$ cat src/rtl/keypad_pkg.sv
// keypad_pkg: key map, seven-segment glyphs and scan result encoding shared by the keypad display
package keypad_pkg;
  typedef enum logic [1:0] {DRIVE0, DRIVE1, DRIVE2, DRIVE3} scan_t;
  typedef struct packed {
    logic valid;
    logic [3:0] code;
  } key_res_t;
  localparam key_res_t KEY_NONE = '{valid: 1'b0, code: 4'h0};
  // indexed by {row, col}
  localparam logic [3:0] KEY_MAP [16] = '{
    4'h1, 4'h2, 4'h3, 4'hA,
    4'h4, 4'h5, 4'h6, 4'hB,
    4'h7, 4'h8, 4'h9, 4'hC,
    4'h0, 4'hF, 4'hE, 4'hD
  };
  localparam logic [7:0] GLYPH [16] = '{
    8'hC0, 8'hF9, 8'hA4, 8'hB0, 8'h99, 8'h92, 8'h82, 8'hF8,
    8'h80, 8'h90, 8'h88, 8'h83, 8'hC6, 8'hA1, 8'h86, 8'h8E
  };
  function automatic key_res_t key_at(input logic [1:0] row, input logic [1:0] col);
    return '{valid: 1'b1, code: KEY_MAP[{row, col}]};
  endfunction
endpackage

$ cat src/rtl/hex_to_seg7.sv
// hex_to_seg7: nibble to active-low common-anode cathode pattern, blank when not enabled
module hex_to_seg7
  import keypad_pkg::*;
(
  input  logic [3:0] hex,
  input  logic       en,
  output logic [7:0] seg
);
  assign seg = en ? GLYPH[hex] : 8'hFF;
endmodule

$ cat src/rtl/keypad_scan_display.sv
// keypad_scan_display: 4x4 keypad column scanner with sweep debounce feeding a multiplexed hex display buffer
module keypad_scan_display
  import keypad_pkg::*;
#(
  parameter int DIGITS = 4,
  parameter int SCAN_DIV = 100000,
  parameter int DEBOUNCE_SWEEPS = 4,
  parameter int REFRESH_DIV = 100000
) (
  input  logic              clk,
  input  logic              rst_n,
  input  logic [3:0]        row_n,
  output logic [3:0]        col_n,
  input  logic              clr,
  output logic              key_valid,
  output logic [3:0]        key_code,
  output logic [DIGITS-1:0] anode,
  output logic [7:0]        cathode
);
  localparam int SW = $clog2(SCAN_DIV + 1);
  localparam int DW = $clog2(DEBOUNCE_SWEEPS + 1);
  localparam int RW = $clog2(REFRESH_DIV + 1);
  localparam int IW = DIGITS > 1 ? $clog2(DIGITS) : 1;
  localparam int BW = 4 * DIGITS;

  scan_t state, state_nx;
  logic [SW-1:0] scan_cnt;
  logic [DW-1:0] db_cnt, db_cnt_nx;
  logic win_end, sweep_end, stable, fire;
  key_res_t hit, sweep_now, sweep_acc, prev_res, reported;

  assign win_end = scan_cnt == SW'(SCAN_DIV - 1);
  assign sweep_end = win_end && state == DRIVE3;
  assign col_n = ~(4'b0001 << state);

  // sweep_acc holds the winner of earlier columns, so a lower column always wins
  always_comb begin
    hit = KEY_NONE;
    for (int r = 3; r >= 0; r--)
      if (!row_n[r]) hit = key_at(2'(r), state);
    state_nx = win_end ? scan_t'(state + 2'd1) : state;
    sweep_now = sweep_acc.valid ? sweep_acc : hit;
    db_cnt_nx = sweep_now != prev_res ? DW'(1) :
                db_cnt == DW'(DEBOUNCE_SWEEPS) ? db_cnt : db_cnt + 1'b1;
    stable = db_cnt_nx == DW'(DEBOUNCE_SWEEPS);
    fire = sweep_end && stable && sweep_now.valid && sweep_now != reported;
  end

  always_ff @(posedge clk or negedge rst_n)
    if (!rst_n) state <= DRIVE0;
    else state <= state_nx;

  always_ff @(posedge clk or negedge rst_n) begin
    if (!rst_n) begin
      scan_cnt <= '0;
      sweep_acc <= KEY_NONE;
      prev_res <= KEY_NONE;
      reported <= KEY_NONE;
      db_cnt <= '0;
      key_valid <= 1'b0;
      key_code <= '0;
    end else begin
      scan_cnt <= win_end ? '0 : scan_cnt + 1'b1;
      key_valid <= fire;
      if (fire) key_code <= sweep_now.code;
      if (win_end) sweep_acc <= sweep_end ? KEY_NONE : sweep_now;
      if (sweep_end) begin
        prev_res <= sweep_now;
        db_cnt <= db_cnt_nx;
        if (stable) reported <= sweep_now;
      end
    end
  end

  logic [DIGITS-1:0][3:0] digits;
  logic [DIGITS-1:0] dig_valid;
  logic [RW-1:0] ref_cnt;
  logic [IW-1:0] idx, idx_nx;
  logic ref_end;
  logic [7:0] seg;

  assign ref_end = ref_cnt == RW'(REFRESH_DIV - 1);
  assign idx_nx = !ref_end ? idx : idx == IW'(DIGITS - 1) ? '0 : idx + 1'b1;

  hex_to_seg7 u_seg (.hex(digits[idx_nx]), .en(dig_valid[idx_nx]), .seg(seg));

  // truncating the concatenation drops the oldest digit on each shift
  always_ff @(posedge clk or negedge rst_n) begin
    if (!rst_n) begin
      digits <= '0;
      dig_valid <= '0;
      ref_cnt <= '0;
      idx <= '0;
      anode <= ~DIGITS'(1);
      cathode <= 8'hFF;
    end else begin
      if (fire) begin
        digits <= BW'({digits, sweep_now.code});
        dig_valid <= DIGITS'({dig_valid, 1'b1});
      end
      if (clr) dig_valid <= '0;
      ref_cnt <= ref_end ? '0 : ref_cnt + 1'b1;
      idx <= idx_nx;
      anode <= ~(DIGITS'(1) << idx_nx);
      cathode <= seg;
    end
  end
endmodule

$ cat config.mk
export PLATFORM = sky130hd
export DESIGN_NAME = keypad_scan_display
export DESIGN_NICKNAME = d
export VERILOG_FILES = /design/src/rtl/keypad_pkg.sv /design/src/rtl/hex_to_seg7.sv /design/src/rtl/keypad_scan_display.sv
export SDC_FILE = /design/constraint.sdc
export NUM_CORES = 1
export LEC_CHECK = 0
export BUFFER_PORTS_ARGS = -buffer_cell sky130_fd_sc_hd__clkbuf_2
export CAP_MARGIN = 20
export CORE_MARGIN = 2
export CORE_UTILIZATION = 60
export CTS_BUF_LIST = sky130_fd_sc_hd__clkbuf_8
export DETAILED_ROUTE_END_ITERATION = 8
export GPL_ROUTABILITY_DRIVEN = 0
export PLACE_DENSITY = 0.89
export SETUP_SLACK_MARGIN = 0.05
export SLEW_MARGIN = 20
export SYNTH_ARGS = -nofsm -noshare
export SYNTH_HDL_FRONTEND = slang
export SYNTH_SLANG_ARGS = --single-unit
$ cat constraint.sdc
create_clock -name clk -period 6.3 [get_ports clk]
set_clock_uncertainty 0.1 [all_clocks]
set_input_delay 0.63 -clock clk [delete_from_list [all_inputs] [get_ports clk]]
set_output_delay 0.63 -clock clk [all_outputs]
set_load 0.05 [all_outputs]
* Word level (Yosys, flattened, before mapping)
Memory sizes are Yosys's and may differ from the RTL's. Cells that the tools add are included.
Storage, ports and cells: input bits 7, ROM bits 384, flip-flop bits (word level) 89, memories kept 5
Operators by class: magnitude comparators 6, add/sub/neg operators 5, equality and inequality tests 8, shift-type cells 2, muxes and demuxes 29, reductions and logical operators 6, bitwise logic cells 7
Memory list:
- (no name shown) | words 16, bits a word 8, read ports 1, clocked after memory_dff 0, write ports 0, RTL line hex_to_seg7.sv:9 | assign seg = en ? GLYPH[hex] : 8'hFF;
- (no name shown) | words 16, bits a word 4, read ports 1, clocked after memory_dff 0, write ports 0, RTL line keypad_pkg.sv:21 | return '{valid: 1'b1, code: KEY_MAP[{row, col}]};
- (no name shown) | words 16, bits a word 4, read ports 1, clocked after memory_dff 0, write ports 0, RTL line keypad_pkg.sv:21
- (no name shown) | words 16, bits a word 4, read ports 1, clocked after memory_dff 0, write ports 0, RTL line keypad_pkg.sv:21
- (no name shown) | words 16, bits a word 4, read ports 1, clocked after memory_dff 0, write ports 0, RTL line keypad_pkg.sv:21
Operator list (number):
- 2-to-1 mux 4 bit | 11
- adder 17 x 1 -> 17 bit (second input constant) | 2
- equality test 17 bit (second input constant) | 2
- 2-to-1 mux 17 bit | 2
- 2-to-1 mux 5 bit | 6
- greater-or-equal comparator 5 bit (second input constant) | 5
- 2-to-1 mux 8 bit | 3
- NOT 4 -> 5 bit | 3
- inequality test 5 bit | 2
- binary-select mux 4 bit (select 2 bit) | 1
- NOT 4 bit | 2
- left shift 1 x 2 -> 4 bit (first input constant) | 2
- equality test 3 bit (second input constant) | 2
- 2-to-1 mux 3 bit | 2
- NOT 2 -> 5 bit | 1
- NOT 3 -> 5 bit | 1
- adder 2 x 1 -> 2 bit (second input constant) | 2
- equality test 2 bit (second input constant) | 2
- logical AND 1 bit | 4
- 2-to-1 mux 2 bit | 2
- adder 3 x 1 -> 3 bit (second input constant) | 1
- < comparator 2 x 3 -> 1 bit (second input constant) | 1
- binary-select mux 1 bit (select 2 bit) | 1
- AND reduction 2 bit | 1
- other kinds (2) | 2

* Logic depth before layout (Yosys ltp)
Gate-level depths: netlist (run 1).
depth in word-level cells 17, depth in mapped cells 14

* Modules after synthesis
From an unflattened synthesis (run 1), not the netlist that was laid out.
Unflattened totals: cells, all modules 465, area, all modules 4833.4 um2
By module, submodules not included:
- keypad_scan_display | area each 4510.6 um2, cells each 426, instances 1
- hex_to_seg7 | area each 322.8 um2, cells each 39, instances 1

* Worst setup path after synthesis (run 1)
OpenSTA, ideal clock, no wires.
path kind reg-to-reg, start point register state[0], end point register digits[0] (netlist bit), stages on the path, launching flop included 11, setup time 0.125 ns, data required time 6.075 ns, buffers on the path 1, path slack 3.176 ns, data arrival time 2.899 ns, cells stage by stage dfrtp_1 > inv_1 > ha_1 > inv_1 > o211ai_1 > a21oi_1 > xnor2_1 > nor4_4 > a2111oi_4 > buf_6 > mux2_4
On the way: longest elaborated chain between the ends 15, elaborated cells on any way between the ends 30
Ends and longest elaborated chain:
- start, declared | RTL line keypad_scan_display.sv:26 | scan_t state, state_nx;
- start signal, assigned | RTL line keypad_scan_display.sv:51 | else state <= state_nx;
- NOT 4 -> 5 bit (implied by the code) | RTL line keypad_pkg.sv:21
- memory (16 x 4 bit)
- 2-to-1 mux 4 bit (implied by the code) (2 in a row) | RTL line keypad_pkg.sv:21
- 2-to-1 mux 5 bit (4 in a row) | RTL line keypad_scan_display.sv:40 | if (!row_n[r]) hit = key_at(2'(r), state);
- 2-to-1 mux 5 bit | RTL line keypad_scan_display.sv:42 | sweep_now = sweep_acc.valid ? sweep_acc : hit;
- inequality test 5 bit | RTL line keypad_scan_display.sv:43 | db_cnt_nx = sweep_now != prev_res ? DW'(1) :
- 2-to-1 mux 3 bit | RTL line keypad_scan_display.sv:43
- equality test 3 bit | RTL line keypad_scan_display.sv:45 | stable = db_cnt_nx == DW'(DEBOUNCE_SWEEPS);
- logical AND 1 bit (3 in a row) | RTL line keypad_scan_display.sv:46 | fire = sweep_end && stable && sweep_now.valid && sweep_now != reported;
- end signal, assigned | RTL line keypad_scan_display.sv:98 | digits <= BW'({digits, sweep_now.code});
- end, declared | RTL line keypad_scan_display.sv:75 | logic [DIGITS-1:0][3:0] digits;
Several ways; a longest one is shown, not always the timed one. The select of a mux whose other input is x is not followed. A chain may end at the register's enable or synchronous reset.

* Worst setup path in the final report (run 1)
start point register ref_cnt[0], end point register cathode[0]
On the way: longest elaborated chain between the ends 9, elaborated cells on any way between the ends 11
Ends and longest elaborated chain:
- start, declared | RTL line keypad_scan_display.sv:77 | logic [RW-1:0] ref_cnt;
- start signal, assigned | RTL line keypad_scan_display.sv:102 | ref_cnt <= ref_end ? '0 : ref_cnt + 1'b1;
- equality test 17 bit * | RTL line keypad_scan_display.sv:82 | assign ref_end = ref_cnt == RW'(REFRESH_DIV - 1);
- 2-to-1 mux 2 bit * | RTL line keypad_scan_display.sv:83 | assign idx_nx = !ref_end ? idx : idx == IW'(DIGITS - 1) ? '0 : idx + 1'b1;
- net idx_nx[0] | RTL line keypad_scan_display.sv:78 | logic [IW-1:0] idx, idx_nx;
- binary-select mux 4 bit (select 2 bit) | RTL line keypad_scan_display.sv:85 | hex_to_seg7 u_seg (.hex(digits[idx_nx]), .en(dig_valid[idx_nx]), .seg(seg));
- 2-to-1 mux 4 bit (implied by the code) | RTL line keypad_scan_display.sv:85
- NOT 4 -> 5 bit (implied by the code) | RTL line hex_to_seg7.sv:9
- memory (16 x 8 bit)
- 2-to-1 mux 8 bit (implied by the code) (2 in a row) | RTL line hex_to_seg7.sv:9
- 2-to-1 mux 8 bit * | RTL line hex_to_seg7.sv:9
- net seg[0] | RTL line keypad_scan_display.sv:80 | logic [7:0] seg;
- end signal, assigned | RTL line keypad_scan_display.sv:105 | cathode <= seg;
- end, declared | RTL line keypad_scan_display.sv:18 | output logic [7:0] cathode
Mark *: on every way through the listed nets, which the timed path passes. The rest lies on a longest branch. The select of a mux whose other input is x is not followed.

==> results.json, run 1 <==
{
  "status": "completed",
  "ys_seq_elements": 88,
  "grt_total_usage_pct": 21.5,
  "hold_buffers": 0,
  "clock_power_share_pct": 39.3,
  "fmax_mhz": 246,
  "hold_viol": 0,
  "first_global_vias": 3140,
  "design.die.area_um2": 8570,
  "antenna_violations_before_repair": 0,
  "max_cap_violations": 0,
  "layout-drive-gt1-share_pct": 16.7,
  "post_synth_num_cell_types": 66,
  "critPathMaxStageDelay_ns": 0.89,
  "layout_common_cells": "dfrtp_1, nand2_1, inv_1, nor2_1, clkbuf_2",
  "net-switching-power_w": 0.000224,
  "post_cts_resize_count": 0,
  "cts.reportedPaths.clkPinSlew_ns": 0.09,
  "p_sw_share_pct": 22.9,
  "cts.sinks": 88,
  "grt.overflow.total": 0,
  "post-route-drc-count": 0,
  "die_width_um": 92.6,
  "grt_max_degree": 89,
  "start_kind": "flop",
  "diodes": 0,
  "buf_inv_on_cp": 2,
  "synthTopCellsByArea": "dfrtp_1, dfstp_2, mux2i_1",
  "timing.final.setup_violations": 0,
  "cts-buffers-inserted": 9,
  "unrepaired_setup_endpoints_after_global_routing": "false",
  "port-buffer-count": 26,
  "yosysSeqAreaShare_pct": 47.1,
  "power.combinational.fraction_pct": 3.0,
  "ys_async_sr_fraction_pct": 100,
  "fp.coreArea_um2": 7650,
  "critical_path.endpoint_type": "flop",
  "synthesis.yosys.warnings": 0,
  "timing.rr.start": "ref_cnt[0]",
  "final_non_filler_cells": 562,
  "ir_worst_vdd_mv": 0.136,
  "cp_max_fo": 12,
  "fillerInstances": 579,
  "floorplan.io_pins": 28,
  "relSlewSlack_pct": 31.1,
  "layout_commonest_cell": "dfrtp_1",
  "cell_internal_pwr_w": 0.000756,
  "count_of_flip_flops_with_a_built_in_enable_after_synthesis": 0,
  "yosysTopAreaCell": "dfrtp_1",
  "start_util_pct": 61.5,
  "worstReg2RegEnd": "cathode[0]",
  "netlist.area_leader.share_pct": 41.5,
  "cp.required_ns": 6.47,
  "ff2ff_setup_slack_ns": 2.24,
  "finalWirelength_um": 8390,
  "timing.setup.critical_path_class": "flop to flop",
  "hold_path_class": "input port to async pin",
  "cts-root-to-sink-buffers": 2,
  "postSynthAreaPerCell_um2": 10.8,
  "min_period_ns": 4.06,
  "power.total_w": 0.000980,
  "route.detailed.vias_per_inst": 5.71,
  "final-max-slew-violation-count": 0,
  "powerDensity_nw_per_um2": 193,
  "detailedRoute.firstIterationViolations": 140,
  "p_leak_nw": 2.41,
  "clock_tree.htree_level_count": 3,
  "drtAntennaViolNets": 0,
  "placedCellCount": 546,
  "cts_tree": "done",
  "synth_nets": 458,
  "final_net_count": 479,
  "netlist_area_um2": 4710,
  "synthCells": 434,
  "multi_input_comb_area_um2": 2280,
  "register_area_um2": 2210,
  "cts_post_setup_buffers_inserted": 0,
  "final.hold.worst_slack_ns": 0.214,
  "die_span_in_y_um": 92.6,
  "timing.final.crit_share_pct": 64.4,
  "critical-path-top-delay-family": "simple AND/OR/NAND/NOR gates",
  "synthToLayoutAreaGrowth_pct": 7.63,
  "cpMaxStageDelayCell": "mux2i_1",
  "wire_length_of_the_first_global_routing_pass_um": 14600,
  "insertion_delay_ns": 0.35,
  "post_drt_wl_per_cell_um": 14.9,
  "worst-slew-pin-transition_ns": 1.01,
  "fp-row-count": 32,
  "place_hpwl_um": 5970,
  "wp_data_arrival_ns": 4.23,
  "power_frac_seq_pct": 57.7,
  "postSynth.topFlopCell": "dfrtp_1",
  "detail_route.first_pass.iterations": 4,
  "setup_tns_ns": 0,
  "clock-root-buffer": "clkbuf_8",
  "routed-via-count": 3207,
  "cp_cell_sequence": "ha_1, and4_1, and4_1, mux2i_1, inv_2, a21oi_1, a22o_1, inv_1, ha_1, nor4_1, a211oi_1",
  "ff2ff_path_depth": 11
}
[final cells by class]
| type | count | share of cell area, % |
|---|---|---|
| Multi-Input combinational cell | 302 | 45.0 |
| Sequential cell | 88 | 43.7 |
| Timing Repair Buffer | 27 | 2.84 |
| Tap cell | 102 | 2.52 |
| Clock buffer | 9 | 2.45 |
| Inverter | 27 | 2.00 |
| Clock inverter | 7 | 1.43 |
[worst max path at each step]
| stage | cells past startpoint | from | slack (ns) | end |
|---|---|---|---|---|
| after floorplan | 10 | state[0] | 3.18 | digits[0] |
| after global placement | 11 | ref_cnt[0] | 2.60 | cathode[0] |
| after detailed placement | 11 | ref_cnt[0] | 2.31 | cathode[0] |
| after CTS | 11 | ref_cnt[0] | 2.29 | cathode[0] |
| after global routing | 11 | ref_cnt[0] | 1.95 | cathode[0] |
| final | 11 | ref_cnt[0] | 2.24 | cathode[0] |
[flip-flops by register name (all words and copies together), names as in the netlist]
| signal | flops |
|---|---|
| db_cnt | 3 |
| reported | 5 |
| dig_valid | 4 |
| state | 2 |
| key_valid | 1 |
| digits | 16 |
| scan_cnt | 17 |
| idx | 2 |
| prev_res | 5 |
| anode | 4 |
| sweep_acc | 5 |
| cathode | 7 |
| ref_cnt | 17 |
[stage by stage]
step	area (um2)	worst slack, ns	util, %
2_1_floorplan	4710	3.18	-
3_3_place_gp	4860	2.60	63.6
3_5_place_dp	4860	2.31	63.6
4_1_cts	5060	2.29	66.1
5_1_grt	5060	1.95	66.2
6_report	5060	2.24	66.2
[power by group through the flow]
| stage | combinational (W) | clock (W) | sequential, W |
|---|---|---|---|
| after detailed placement | 0.0000298 | 0 | 0.000576 |
| after floorplan | 0.0000126 | 0 | 0.000576 |
| after CTS | 0.0000299 | 0.000396 | 0.000565 |
| after global placement | 0.0000287 | 0 | 0.000576 |
| final | 0.0000293 | 0.000385 | 0.000565 |
| after global routing | 0.0000333 | 0.000418 | 0.000565 |
[cells in the mapped netlist, drive strengths merged, types with 2 or more instances]
cell     instances
a2111oi          2
a211oi           4
a21oi           16
a22o             4
a22oi            4
a31oi            2
and2             2
and3             7
and4             2
buf             13
clkbuf           4
dfrtp           78
dfstp           10
ha              17
inv             27
mux2            14
mux2i           23
nand2           43
nand2b           6
nand3           17
nand3b           2
nand4            8
nor2            25
nor2b            4
nor3             5
nor4             7
nor4b            3
o211ai           2
o21a             5
o21ai           12
o221ai           5
o31ai            4
or3              3
or4b             2
xnor2           20
xor2            19
[metal layers]
metal	track usage (%)	wire (um)	vias up
met5	0	0	-
met4	9.70	212	0
met3	4.15	224	19
met2	35.6	4260	66
met1	27.5	3690	1557
li1	-	-	1565
[worst register-to-register path: stages, from the launching register on]
cell      delay (ns)
dfrtp_1         0.39
ha_1            0.22
and4_1          0.30
and4_1          0.49
mux2i_1         0.89
inv_2           0.24
a21oi_1         0.22
a22o_1          0.31
inv_1           0.12
ha_1            0.24
nor4_1          0.34
a211oi_1        0.11
[cells by family (layout without fill, tap and decap cells)]
| kind of cell | count (synthesis) | count (layout) | share of synthesized area [%] |
|---|---|---|---|
| buffers and inverters | 44 | 70 | 4.55 |
| XOR/XNOR | 39 | 39 | 7.58 |
| AO/OA/AOI/OAI | 66 | 66 | 10.9 |
| flip-flops | 88 | 88 | 47.1 |
| multiplexers | 37 | 37 | 8.72 |
| adder cells (fa/ha/maj) | 17 | 17 | 4.52 |
| AND/OR/NAND/NOR | 142 | 142 | 16.6 |
| other | 1 | 1 | 0.0797 |
Note: power is estimated with default switching activity, not from simulation.
==> run 2, diff against run 1 <==
--- a/config.mk
+++ b/config.mk
@@ -8,11 +8,11 @@
 export BUFFER_PORTS_ARGS = -buffer_cell sky130_fd_sc_hd__clkbuf_2
 export CAP_MARGIN = 20
 export CORE_MARGIN = 2
-export CORE_UTILIZATION = 60
+export CORE_UTILIZATION = 57
 export CTS_BUF_LIST = sky130_fd_sc_hd__clkbuf_8
 export DETAILED_ROUTE_END_ITERATION = 8
 export GPL_ROUTABILITY_DRIVEN = 0
-export PLACE_DENSITY = 0.89
+export PLACE_DENSITY = 0.88
 export SETUP_SLACK_MARGIN = 0.05
 export SLEW_MARGIN = 20
 export SYNTH_ARGS = -nofsm -noshare
==> constraint.sdc (replaced) <==
create_clock -name clk -period 3.7 [get_ports clk]
set_clock_uncertainty 0.1 [all_clocks]
set_input_delay 0.37 -clock clk [delete_from_list [all_inputs] [get_ports clk]]
set_output_delay 0.37 -clock clk [all_outputs]
set_load 0.05 [all_outputs]
==> results.json, run 2 (synthesized netlist as in run 1, its figures left out) <==
{
  "status": "complete, but fails checks",
  "violations": "negative hold slack",
  "post_drt_wl_per_cell_um": 15.6,
  "setup_tns_ns": 0,
  "max_cap_violations": 0,
  "die_span_in_y_um": 94.9,
  "final-max-slew-violation-count": 0,
  "buf_inv_on_cp": 2,
  "cts_post_setup_buffers_inserted": 0,
  "floorplan.io_pins": 28,
  "start_kind": "flop",
  "post_cts_resize_count": 0,
  "routed-via-count": 3273,
  "critPathMaxStageDelay_ns": 0.44,
  "place_hpwl_um": 6380,
  "min_period_ns": 3.27,
  "clock_tree.htree_level_count": 3,
  "p_leak_nw": 2.45,
  "design.die.area_um2": 9000,
  "cp_max_fo": 11,
  "powerDensity_nw_per_um2": 345,
  "final_non_filler_cells": 570,
  "timing.final.crit_share_pct": 88.4,
  "post_route_cell_area_um2": 5130,
  "largest_registers": "ref_cnt: 17 flops, scan_cnt: 17 flops, digits: 16 flops",
  "relSlewSlack_pct": 48.8,
  "layout_common_cells": "dfrtp_1, nand2_1, inv_1, nor2_1, clkbuf_2",
  "layout_commonest_cell": "dfrtp_1",
  "insertion_delay_ns": 0.36,
  "antenna_violations_before_repair": 0,
  "cts.reportedPaths.clkPinSlew_ns": 0.10,
  "fmax_mhz": 306,
  "final_net_count": 484,
  "worst-slew-pin-transition_ns": 0.768,
  "finalWirelength_um": 8870,
  "timing.setup.critical_path_class": "flop to flop",
  "cp_cell_sequence": "ha_1, and4_1, and4_1, mux2i_1, buf_4, a21oi_1, a22o_1, inv_1, ha_1, mux2i_1, o221ai_1",
  "fp-row-count": 33,
  "route.detailed.vias_per_inst": 5.74,
  "cts.sinks": 88,
  "layout-drive-gt1-share_pct": 17.6,
  "start_util_pct": 58.1,
  "unrepaired_setup_endpoints_after_global_routing": "false",
  "drtAntennaViolNets": 0,
  "first_global_vias": 3269,
  "post-route-drc-count": 0,
  "cts_tree": "done",
  "wp_data_arrival_ns": 3.44,
  "placedCellCount": 554,
  "detailedRoute.firstIterationViolations": 123,
  "diodes": 0,
  "die_width_um": 94.9,
  "dpl_cell_area_um2": 4900,
  "hold_path_class": "input port to async pin",
  "hold_buffers": 0,
  "hold_viol": 55,
  "grt_total_usage_pct": 21.0,
  "final.hold.worst_slack_ns": -0.0499,
  "cpMaxStageDelayCell": "mux2i_1",
  "grt_max_degree": 89,
  "synthToLayoutAreaGrowth_pct": 9.09,
  "port-buffer-count": 26,
  "cp.required_ns": 3.87,
  "detail_route.first_pass.iterations": 4,
  "cts-root-to-sink-buffers": 2,
  "critical_path.endpoint_type": "flop",
  "cts-buffers-inserted": 9,
  "grt.overflow.total": 0,
  "clock-root-buffer": "clkbuf_8",
  "timing.final.setup_violations": 0,
  "critical-path-top-delay-family": "simple AND/OR/NAND/NOR gates",
  "wire_length_of_the_first_global_routing_pass_um": 14900,
  "fp.coreArea_um2": 8090,
  "ir_worst_vdd_mv": 0.182
}
## run 2: cell count changes in the layout (fill, tap and decap cells not counted), sizes merged
cell    change
buf         +5
clkinv      -1
bufinv      +1
## run 2: where the power goes
group / leakage, nW / internal (W) / switching, W / total [W]
logic: 1.26 / 0.0000125 / 0.0000377 / 0.0000503
registers: 1.08 / 0.000962 / 0.000000563 / 0.000963
clock network: 0.113 / 0.000390 / 0.000368 / 0.000757
total: 2.45 / 0.00136 / 0.000406 / 0.00177
## run 2: cell type report
| type | instances | area [um2] |
|---|---|---|
| Fill cell | 630 | 2960 |
| Multi-Input combinational cell | 302 | 2280 |
| Sequential cell | 88 | 2210 |
| Timing Repair Buffer | 32 | 181 |
| Tap cell | 105 | 131 |
| Clock buffer | 9 | 124 |
| Clock inverter | 7 | 104 |
| Inverter | 27 | 101 |
## run 2: layer usage
layer  up-vias  part of all wire (%)  track usage (%)
met4         0                   1.4             5.31
li1       1568                     -                -
met2        68                    51             37.2
met5         -                     0                0
met3        14                   3.0             4.71
met1      1623                    44             26.0
## run 2: path summary, 6_finish.rpt
kind / slack, ns / startpoint / depth (start not counted) / endpoint
setup reg to reg: 0.43 / ref_cnt[0] / 11 / cathode[5]
min in group clk: 0.10 / clr / 2 / dig_valid[0]
max in group asynchronous: 3.01 / rst_n / 1 / prev_res[2]
hold / removal: -0.05 / rst_n / 1 / ref_cnt[15]
hold reg to reg: 0.39 / scan_cnt[0] / 1 / scan_cnt[0]
setup / recovery: 0.43 / ref_cnt[0] / 11 / cathode[5]
## run 2: per-stage QoR
stage | total power, W | worst slack (ns) | utilization [%]
4_1_cts | 0.00178 | 0.457 | 63.4
6_report | 0.00177 | 0.429 | 63.4
3_5_place_dp | 0.00103 | 0.511 | 60.6
3_3_place_gp | 0.00103 | 0.662 | 60.6
2_1_floorplan | 0.00100 | 0.576 | -
5_1_grt | 0.00183 | 0.202 | 63.4
